==> src/rtl/jtcps1_vram_arb.sv <==
// Three-port read arbiter (scroll, object, palette) in front of a single shared VRAM read port.
// Fixed priority scr > obj > pal by default; define JTCPS1_VRAM_ARB_RR_EN for round-robin.
module jtcps1_vram_arb #(
  parameter int AW = 17
) (
  input  logic          clk,
  input  logic          rst,
  input  logic [AW:1]   scr_addr,
  input  logic          scr_cs,
  output logic [15:0]   scr_data,
  output logic          scr_ok,
  input  logic [AW:1]   obj_addr,
  input  logic          obj_cs,
  output logic [15:0]   obj_data,
  output logic          obj_ok,
  input  logic [AW:1]   pal_addr,
  input  logic          pal_cs,
  output logic [15:0]   pal_data,
  output logic          pal_ok,
  output logic [AW:1]   mem_addr,
  output logic          mem_req,
  input  logic [15:0]   mem_data,
  input  logic          mem_ack,
  output logic [1:0]    grant
);
  localparam logic [0:0] ST_IDLE = 1'b0;
  localparam logic [0:0] ST_BUSY = 1'b1;

  logic [AW:1] req_addr [3];
  logic [2:0]  req_cs;
  logic [2:0]  ok;
  logic [2:0]  pend;
  logic [2:0]  cap;

  logic [0:0]  state_q, state_d;
  logic [AW:1] mem_addr_q, mem_addr_d;
  logic [1:0]  grant_q, grant_d;
  logic        sel_vld;
  logic [1:0]  sel_idx;

  assign req_addr[0] = scr_addr;
  assign req_addr[1] = obj_addr;
  assign req_addr[2] = pal_addr;
  assign req_cs      = {pal_cs, obj_cs, scr_cs};

  generate
    for (genvar gi = 0; gi < 3; gi++) begin : g_port
      logic [15:0] data_q, data_d;
      logic [AW:1] lat_addr_q, lat_addr_d;
      logic        valid_q, valid_d;

      // ok only while the requester still asks for the very address that was fetched
      assign ok[gi]   = req_cs[gi] & valid_q & (req_addr[gi] == lat_addr_q);
      assign pend[gi] = req_cs[gi] & ~ok[gi];
      assign cap[gi]  = (state_q == ST_BUSY) & mem_ack & (grant_q == 2'(gi + 1));

      always_comb begin
        data_d     = cap[gi] ? mem_data   : data_q;
        lat_addr_d = cap[gi] ? mem_addr_q : lat_addr_q;
        valid_d    = req_cs[gi] & (valid_q | cap[gi]);
      end

      always_ff @(posedge clk) begin
        if (rst) begin
          data_q     <= '0;
          lat_addr_q <= '0;
          valid_q    <= 1'b0;
        end else begin
          data_q     <= data_d;
          lat_addr_q <= lat_addr_d;
          valid_q    <= valid_d;
        end
      end
    end
  endgenerate

`ifdef JTCPS1_VRAM_ARB_RR_EN
  logic [1:0] last_q, last_d;
  logic [1:0] first_idx, second_idx, third_idx;

  // search starts at the port after the most recently granted one
  always_comb begin
    first_idx  = (last_q == 2'd2) ? 2'd0 : last_q + 2'd1;
    second_idx = (first_idx == 2'd2) ? 2'd0 : first_idx + 2'd1;
    third_idx  = (second_idx == 2'd2) ? 2'd0 : second_idx + 2'd1;
    sel_vld    = 1'b1;
    sel_idx    = first_idx;
    if (pend[first_idx])       sel_idx = first_idx;
    else if (pend[second_idx]) sel_idx = second_idx;
    else if (pend[third_idx])  sel_idx = third_idx;
    else                       sel_vld = 1'b0;
    last_d = (state_q == ST_IDLE && sel_vld) ? sel_idx : last_q;
  end

  always_ff @(posedge clk) begin
    if (rst) last_q <= 2'd0;
    else     last_q <= last_d;
  end
`else
  always_comb begin
    sel_vld = 1'b1;
    sel_idx = 2'd0;
    if (pend[0])      sel_idx = 2'd0;
    else if (pend[1]) sel_idx = 2'd1;
    else if (pend[2]) sel_idx = 2'd2;
    else              sel_vld = 1'b0;
  end
`endif

  always_comb begin
    state_d    = state_q;
    mem_addr_d = mem_addr_q;
    grant_d    = grant_q;
    case (state_q)
      ST_IDLE: begin
        grant_d = 2'd0;
        if (sel_vld) begin
          state_d    = ST_BUSY;
          mem_addr_d = req_addr[sel_idx];
          grant_d    = sel_idx + 2'd1;
        end
      end
      default: begin
        if (mem_ack) begin
          state_d = ST_IDLE;
          grant_d = 2'd0;
        end
      end
    endcase
  end

  always_ff @(posedge clk) begin
    if (rst) begin
      state_q    <= ST_IDLE;
      mem_addr_q <= '0;
      grant_q    <= 2'd0;
    end else begin
      state_q    <= state_d;
      mem_addr_q <= mem_addr_d;
      grant_q    <= grant_d;
    end
  end

  assign mem_req  = (state_q == ST_BUSY);
  assign mem_addr = mem_addr_q;
  assign grant    = grant_q;
  assign scr_ok   = ok[0];
  assign obj_ok   = ok[1];
  assign pal_ok   = ok[2];
  assign scr_data = g_port[0].data_q;
  assign obj_data = g_port[1].data_q;
  assign pal_data = g_port[2].data_q;
endmodule

==> config.mk <==
export PLATFORM = sky130hd
export DESIGN_NAME = jtcps1_vram_arb
export DESIGN_NICKNAME = d
export VERILOG_FILES = /design/src/rtl/jtcps1_vram_arb.sv
export SDC_FILE = /design/constraint.sdc
export NUM_CORES = 1
export LEC_CHECK = 0
export BUFFER_PORTS_ARGS = -buffer_cell sky130_fd_sc_hd__buf_2
export CAP_MARGIN = 20
export CORE_MARGIN = 2
export CORE_UTILIZATION = 55
export DETAILED_ROUTE_END_ITERATION = 8
export PLACE_DENSITY = 0.85
export SLEW_MARGIN = 25
export SYNTH_ARGS = -nofsm -noshare
export SYNTH_HDL_FRONTEND = slang
export SYNTH_SLANG_ARGS = --single-unit
==> constraint.sdc <==
create_clock -name clk -period 4.9 [get_ports clk]
set_clock_uncertainty 0.05 [all_clocks]
set_input_delay 0.49 -clock clk [delete_from_list [all_inputs] [get_ports clk]]
set_output_delay 0.49 -clock clk [all_outputs]
set_load 0.02 [all_outputs]
==> results.md <==
| Parameter | Value | Unit |
|---|---|---|
| Status | finished clean | - |
| Max FO, Critical Path | 28 | - |
| Area growth from synthesis to layout | 24.5 | % |
| Pin count of the biggest net entering global routing | 123 | - |
| Number of vias per cell | 5.93 | - |
| Clk sinks | 122 | - |
| Nets@finish | 874 | - |
| Post-CTS Resized | 0 | - |
| Post-Syn Instances | 683 | - |
| Count of different cell masters after synthesis | 31 | - |
| Count of warnings emitted by yosys | 0 | - |
| Number of global-route vias before repair | 5321 | - |
| Number of instances in the placed design | 915 | - |
| Wire length of the first global-routing pass | 26600 | um |
| Most used DFF post-synth | sky130_fd_sc_hd__dfxtp_1 | - |
| Final setup violating endpoints | 0 | - |
| Post-synth ARST share | 0 | - |
| Port bufs | 143 | - |
| Number of detailed-routing iterations run before antenna repair | 5 | - |
| Worst-Margin Slew | 919 | ps |
| Ratio of final minimum period to clock period | 0.636 | - |
| Power per cell area | 367 | nW/um2 |
| Number of antenna violations at the first check in global routing | 0 | - |
| Antenna Nets Post-Route | 0 | - |
| Drt initial violations | 540 | - |
| Final core utilization | 0.703 | - |
| Count of antenna diodes in the layout | 0 | - |
| Crit path kind | register to register | - |
| Fin cells | 947 | - |
| Max Buffers Root-to-Sink | 2 | - |
| Std-Cell Core Area | 9730 | um2 |
| Post-CTS setup-driven buffer insertion count | 0 | - |
| Maximum VDD drop | 0.000259 | V |
| Hold-fix buffers at CTS | 0 | - |
| Residual DRC | 0 | - |
| Wirelength, routed | 17100 | um |
| CP Capture Type | register | - |
| Static leakage power | 2.74 | nW |
| Worst-case headroom to the max-slew limit | 0.387 | - |
| Total number of vias | 5620 | - |
| Synthesized flop and latch total | 122 | - |
| Commonest non-fill, non-tap cell in the layout | sky130_fd_sc_hd__nand2_1 | - |
| Clock Tree Root | sky130_fd_sc_hd__clkbuf_8 | - |
| Clk slew on worst S/H paths | 60 | ps |
| Initial standard-cell utilization of the core | 0.565 | - |
| Die outline width | 104 | um |
| Seq/Total Area, Yosys | 0.444 | - |
| Cell area after technology mapping | 5500 | um2 |
| EDFF count, synth | 0 | - |
| Clock insertion delay at the later pin of the skew report | 530 | ps |
| Std-Cell Rows | 36 | - |
| Avg Inst Size Synth | 8.05 | um2 |
| Post-detailed-placement half-perimeter wirelength | 11600 | um |
| Count of max-cap constraint violations | 0 | - |
| Residual overflow from global routing | 0 | - |
| Share of layout cells above drive strength 1 | 0.260 | - |
| Min-delay worst type | input pin to register | - |
| Total Die Area | 10800 | um2 |
| Final Slew Violations | 0 | - |
| Inserted Clock Buffers | 17 | - |
| Ports placed on the boundary | 144 | - |
| CTS tree | built | - |
| # H-tree levels | 4 | - |
| Setup TNS after final layout | 0 | ps |
| Die Height | 104 | um |
| Final hold vios | 0 | - |
| Highest clock rate | 0.321 | GHz |
| Final critical-path required period | 3120 | ps |
| Nature of the critical path startpoint | register | - |
| Wirelength per Cell | 18.0 | um |
| Final weighted congestion in routability-driven placement | 1.05 | - |
| Unrepaired setup endpoints after global routing | no | - |
| Most frequent cells in the layout | 202 x sky130_fd_sc_hd__nand2_1, 142 x sky130_fd_sc_hd__buf_2, 122 x sky130_fd_sc_hd__dfxtp_1 | - |
| Required time at the worst-slack endpoint | 5270 | ps |
| Arrival time worst endpoint | 3480 | ps |
| Global Route Usage Sum | 0.309 | - |
| Net count of the mapped netlist | 756 | - |
[synth_stat cells, types with 3 or more instances]
cell type,instances,area share
sky130_fd_sc_hd__nor2_1,25,0.017
sky130_fd_sc_hd__o221a_2,7,0.014
sky130_fd_sc_hd__a21oi_1,101,0.092
sky130_fd_sc_hd__nor3b_1,3,0.0041
sky130_fd_sc_hd__mux2_2,17,0.035
sky130_fd_sc_hd__clkbuf_1,44,0.030
sky130_fd_sc_hd__nor4_1,15,0.017
sky130_fd_sc_hd__nand2_1,202,0.14
sky130_fd_sc_hd__buf_2,4,0.0036
sky130_fd_sc_hd__nand4_1,4,0.0046
sky130_fd_sc_hd__o21ai_0,19,0.017
sky130_fd_sc_hd__nand3_1,5,0.0046
sky130_fd_sc_hd__inv_1,3,0.0020
sky130_fd_sc_hd__a41oi_1,18,0.029
sky130_fd_sc_hd__nor2b_1,18,0.020
sky130_fd_sc_hd__dfxtp_1,122,0.44
sky130_fd_sc_hd__xnor2_1,9,0.014
sky130_fd_sc_hd__o221a_1,10,0.020
sky130_fd_sc_hd__xor2_1,42,0.067
[worst paths after layout]
kind         cells after the start  slack, ps               startpoint            to
max                              7       1780  g_port[0].lat_addr_q[6]   mem_addr[2]
min                              3        170             mem_data[11]  pal_data[11]
max reg2reg                      7       1780  g_port[0].lat_addr_q[6]   mem_addr[2]
min reg2reg                      2        400              obj_data[4]   obj_data[4]
[layout make-up]
cell class	count	area, um2
flip-flops and latches	122	2440
fillers	745	2890
clock buffers	19	432
multi-input cells	506	2860
inverters	3	11.3
clock inverters	13	145
well taps	133	166
repair buffers	151	782
[flip-flops by register name, summed over array words and instances, names as in the netlist]
register and flops:
g_port.lat_addr_q 51, mem_addr 17, pal_data 16, mem_req 1, obj_data 16, grant 2
g_port.valid_q 3, scr_data 16
[per-layer routing]
| metal | share of wire | global-route usage | vias to the layer above |
|---|---|---|---|
| li1 | - | - | 2564 |
| met1 | 0.39 | 0.373 | 2656 |
| met2 | 0.47 | 0.501 | 344 |
| met3 | 0.10 | 0.0896 | 56 |
| met4 | 0.036 | 0.159 | 0 |
| met5 | 0 | 0 | - |
[power by group]
part           internal, W  switching, W
logic            0.0000940      0.000155
clock network     0.000739      0.000471
registers          0.00102     0.0000347
total              0.00185      0.000661
[logic make-up (layout without fill, tap and decap cells)]
kind of cell / count (synthesis) / count (layout) / share of synthesized area
muxes: 17 / 17 / 0.0348
xor gates and xnor gates: 51 / 51 / 0.0813
AOI/OAI and AO/OA: 162 / 162 / 0.187
DFF: 122 / 122 / 0.444
and+or+nand+nor: 276 / 276 / 0.212
buffers and inverters: 55 / 186 / 0.0412
[through the flow]
step / total power (W) / area (um2) / worst slack [ps] / hold slack [ps]
2_1_floorplan: 0.00120 / 5500 / 2570 / 398
3_3_place_gp: 0.00130 / 6250 / 1690 / 390
3_5_place_dp: 0.00131 / 6270 / 1590 / 396
4_1_cts: 0.00251 / 6840 / 1860 / 153
5_1_grt: 0.00258 / 6840 / 1690 / 167
6_report: 0.00251 / 6840 / 1780 / 166
[critical path: stages (launching register included)]
cell and delay, ps:
sky130_fd_sc_hd__dfxtp_1 330, sky130_fd_sc_hd__xor2_1 170, sky130_fd_sc_hd__nor4_1 320, sky130_fd_sc_hd__nand3_1 200
sky130_fd_sc_hd__o41ai_4 800, sky130_fd_sc_hd__buf_4 450, sky130_fd_sc_hd__a31oi_4 280, sky130_fd_sc_hd__o221a_2 380
(Power assumes the default switching activity.)
